<file path="src/rtl/mux2_1_reg.sv">
// 2-to-1 mux with a combinational output, a registered copy, and output-change tracking
// (single-cycle change pulse plus a saturating change counter).
module mux2_1_reg #(
  parameter int WIDTH = 1,
  parameter int CNT_W = 16
) (
  input  logic             clk,
  input  logic             rst,
  input  logic [WIDTH-1:0] i0,
  input  logic [WIDTH-1:0] i1,
  input  logic             s,
  input  logic             en,
  input  logic             clr_cnt,
  output logic [WIDTH-1:0] y,
  output logic [WIDTH-1:0] y_q,
  output logic             sel_q,
  output logic             y_chg,
  output logic [CNT_W-1:0] chg_cnt
);

  logic [WIDTH-1:0] r_y_q;
  logic             r_sel_q;
  logic             r_y_chg;
  logic [CNT_W-1:0] r_chg_cnt;
  logic             w_diff;
  logic             w_cnt_sat;

  assign y         = s ? i1 : i0;
  assign w_diff    = (y != r_y_q);
  assign w_cnt_sat = &r_chg_cnt;

  // Change is judged against the value currently held in y_q, so only sampled values count.
  always_ff @(posedge clk or posedge rst) begin
    if (rst) begin
      r_y_q   <= '0;
      r_sel_q <= 1'b0;
      r_y_chg <= 1'b0;
    end else if (en) begin
      r_y_q   <= y;
      r_sel_q <= s;
      r_y_chg <= w_diff;
    end else begin
      r_y_chg <= 1'b0;
    end
  end

  // Clear wins over increment; the counter sticks at all-ones.
  always_ff @(posedge clk or posedge rst) begin
    if (rst) begin
      r_chg_cnt <= '0;
    end else if (clr_cnt) begin
      r_chg_cnt <= '0;
    end else if (en && w_diff && !w_cnt_sat) begin
      r_chg_cnt <= r_chg_cnt + 1'b1;
    end
  end

  assign y_q     = r_y_q;
  assign sel_q   = r_sel_q;
  assign y_chg   = r_y_chg;
  assign chg_cnt = r_chg_cnt;

endmodule

</file>
<file path="config.mk">
export PLATFORM = sky130hd
export DESIGN_NAME = mux2_1_reg
export DESIGN_NICKNAME = d
export VERILOG_FILES = /design/src/rtl/mux2_1_reg.sv
export SDC_FILE = /design/constraint.sdc
export NUM_CORES = 1
export LEC_CHECK = 0
export ABC_AREA = 0
export CORE_MARGIN = 2
export CORE_UTILIZATION = 40
export DETAILED_ROUTE_END_ITERATION = 12
export GPL_TIMING_DRIVEN = 1
export PLACE_DENSITY = 0.66
export SYNTH_ARGS = -nofsm -noshare
export SYNTH_HDL_FRONTEND = slang
export SYNTH_SLANG_ARGS = --single-unit
</file>
<file path="constraint.sdc">
create_clock -name clk -period 2.05 [get_ports clk]
set_clock_uncertainty 0.05 [all_clocks]
set_input_delay 0.205 -clock clk [delete_from_list [all_inputs] [get_ports clk]]
set_output_delay 0.205 -clock clk [all_outputs]
set_load 0.02 [all_outputs]
</file>
==> flow_metrics.tcl <==
set metrics [dict create \
    routabilityCongestion 0.794 \
    root_buffer "clkbuf_4" \
    io_buffers 26 \
    wirelength_mm 2.66 \
    cts_setup_buffers 0 \
    layout.nets 167 \
    cp_max_fo 2 \
    coreArea_mm2 0.00276 \
    finalHoldViolCount 0 \
    fin_crit_ps 1920 \
    drcViolationCount 0 \
    yosys.area_share.adder 0.0108 \
    dpl-instance-area_mm2 0.00152 \
    vias 1020 \
    reg2reg_from "chg_cnt[0]" \
    clk_path_buf_depth 2 \
    worstSetupPathType "input port to output port" \
    die_x_um 57.9 \
    dp.cells 185 \
    grt_setup_unrepaired "no" \
    synth_top_family_by_area "simple AND/OR/NAND/NOR gates" \
    cts_buffers 3 \
    design_area_mm2 0.00155 \
    vdd_ir_drop_max_mv 0.453 \
    setup_viol 0 \
    critPathArrivalTime_ps 1670 \
    grt-ovfl-total 0 \
    synthSimpleGateAreaFrac 0.328 \
    start_kind "input port" \
    clk_latency_ps 300 \
    die_area_mm2 0.00335 \
    holdBufCountCts 0 \
    synth_nets 130 \
    path_clk_slew_ps 110 \
    grt_pass1_wl_mm 4.45 \
    routedWlPerCell_um 14.1 \
    synth_xor_area_frac 0 \
    r2r-end "chg_cnt[10]" \
    tritoncts "yes" \
    cp.required_ps 1790 \
    stdcell_count 189 \
    synth-compound-area-share 0.0753 \
    area_growth_pct 33.0 \
    grt_pass1_vias 967 \
    std_cell_rows 19 \
    outcome "completed" \
    avgSynthCellArea_um2 9.53 \
    diodes 0 \
    fmax_ghz 0.520 \
    pwr_density_cell_mw_per_mm2 458 \
    drv_slew 0 \
    relSlewSlack 0.727 \
    synth_cell_types 32 \
    drt_first_pass_iters 4 \
    fin_crit_sh 0.938 \
    drt-vias-per-instance 5.40 \
    grt_max_degree 28 \
    synth-warning-count 0 \
    dp_hpwl_mm 1.95 \
    cts_max_level 1 \
    cts_resized 0 \
    leakage_nw 0.637 \
    max_stage_delay_ps 520 \
    antenna_found_initial 0 \
    detail-route-antenna-nets 0 \
    cp_slowest_cell "clkdlybuf4s50_1" \
    worstMarginPinSlew_ps 409 \
    start_util 0.422 \
    crit_path_end_kind "output port" \
    drtIter0Drc 17 \
    synth_area_mm2 0.00116 \
    track_usage 0.171 \
    cp_cell_sequence "clkdlybuf4s50_1 > mux2i_2 > buf_4 > inv_1 > clkdlybuf4s50_1" \
    drive_gt1_frac 0.171 \
    yosysSeqAreaShare 0.409 \
    rrSetupSlack_ps 170 \
    syn_inst 122 \
    synth-seq-cells 19 \
    r2r_cells 5 \
    hold_path_class "input port to async pin" \
    critical_path.most_common_cell "clkdlybuf4s50_1" \
    ioPinCount 27 \
    cts.sinks 19 \
    maxCapViolCount 0 \
    synth_mux_area_frac 0.137 \
    die_h_um 57.9 \
]
==> layout by cell type (no fill, tap or decap), drive strengths merged <==
cell type,netlist,final
nor2,14,14
nand4,6,6
or3,2,2
nor4,11,11
or2,2,2
nand2,8,8
a21oi,6,6
and2,3,3
nor2b,11,11
mux2i,2,2
buf,2,12
nor3,2,2
o31ai,2,2
and3,1,1
and4,1,1
clkbuf,4,4
o21ai,3,3
inv,4,4
mux2,12,12
clkdlybuf4s50,0,26
dfrtp,19,19
o41ai,1,1
ha,1,1
nand3b,1,1
nand3,2,2
or4,2,2
==> cells by family after synthesis <==
logic type	after synthesis
AND/OR/NAND/NOR	66
flip-flops	19
multiplexers	14
AO/OA/AOI/OAI	12
buffers and inverters	10
adder cells (fa/ha/maj)	1
==> synth_stat cells, drive strengths merged <==
master / number / area (µm²)
and2: 3 / 18.8
buf: 2 / 16.3
and4: 1 / 8.76
nand3: 2 / 15.0
mux2: 12 / 135
dfrtp: 19 / 475
nor3: 2 / 15.0
nor2b: 11 / 68.8
o31ai: 2 / 15.0
and3: 1 / 6.26
a21oi: 6 / 30.0
nand2: 8 / 30.0
o41ai: 1 / 27.5
o21ai: 3 / 15.0
or4: 2 / 15.0
nor4: 11 / 75.1
nand4: 6 / 43.8
nor2: 14 / 52.6
inv: 4 / 15.0
or2: 2 / 12.5
ha: 1 / 12.5
mux2i: 2 / 23.8
clkbuf: 4 / 15.0
nand3b: 1 / 7.51
or3: 2 / 12.5
==> sequential cells by signal, summed over array words and instances, names as in the netlist <==
signal and flops:
sel_q 1, y_q 1, chg_cnt 16, y_chg 1
==> worst max-delay path, delay by kind of cell <==
family / cells / cell delay, ps
buffers and inverters: 4 / 1200
multiplexers: 1 / 250
==> worst max path at each step <==
| stage | start | to | slack (ps) | depth (start not counted) |
|---|---|---|---|---|
| finish | s | y | 130 | 5 |
| global placement | s | chg_cnt[7] | -80 | 6 |
| detailed placement | s | chg_cnt[7] | -130 | 6 |
| floorplan | chg_cnt[0] | chg_cnt[10] | 140 | 5 |
| global route | chg_cnt[10] | chg_cnt[14] | 70 | 4 |
| CTS | s | y | 120 | 5 |
==> power breakdown <==
group | leakage [nW] | switching [W] | internal [W]
clock network | 0.0150 | 0.000120 | 0.0000758
logic | 0.363 | 0.0000655 | 0.0000595
registers | 0.259 | 0.00000473 | 0.000384
total | 0.637 | 0.000190 | 0.000519
==> stage by stage <==
stage	TNS, ps	hold slack [ps]	utilization	total power, W	worst slack, ps
final	0	172	0.561	0.000709	128
after global routing	0	195	0.561	0.000742	66.8
after CTS	0	180	0.561	0.000717	119
after detailed placement	-907	444	0.551	0.000521	-125
after global placement	-554	448	0.551	0.000518	-80.5
after floorplan	0	106	-	0.000461	139
==> cell type report <==
class | instances | area (µm²)
sequential | 19 | 475
clock buffer | 4 | 26.3
tap | 31 | 38.8
inverter | 4 | 15.0
timing repair buffer | 38 | 350
multi-input combinational | 93 | 641
fill | 269 | 1210
==> per-layer routing <==
metal	vias up	part of all wire	track usage
met2	24	0.47	0.269
met5	-	0	0
li1	509	-	-
met3	2	0.039	0.0201
met4	0	0.0060	0.0498
met1	485	0.49	0.247
Note: power is estimated with default switching activity, not from simulation.
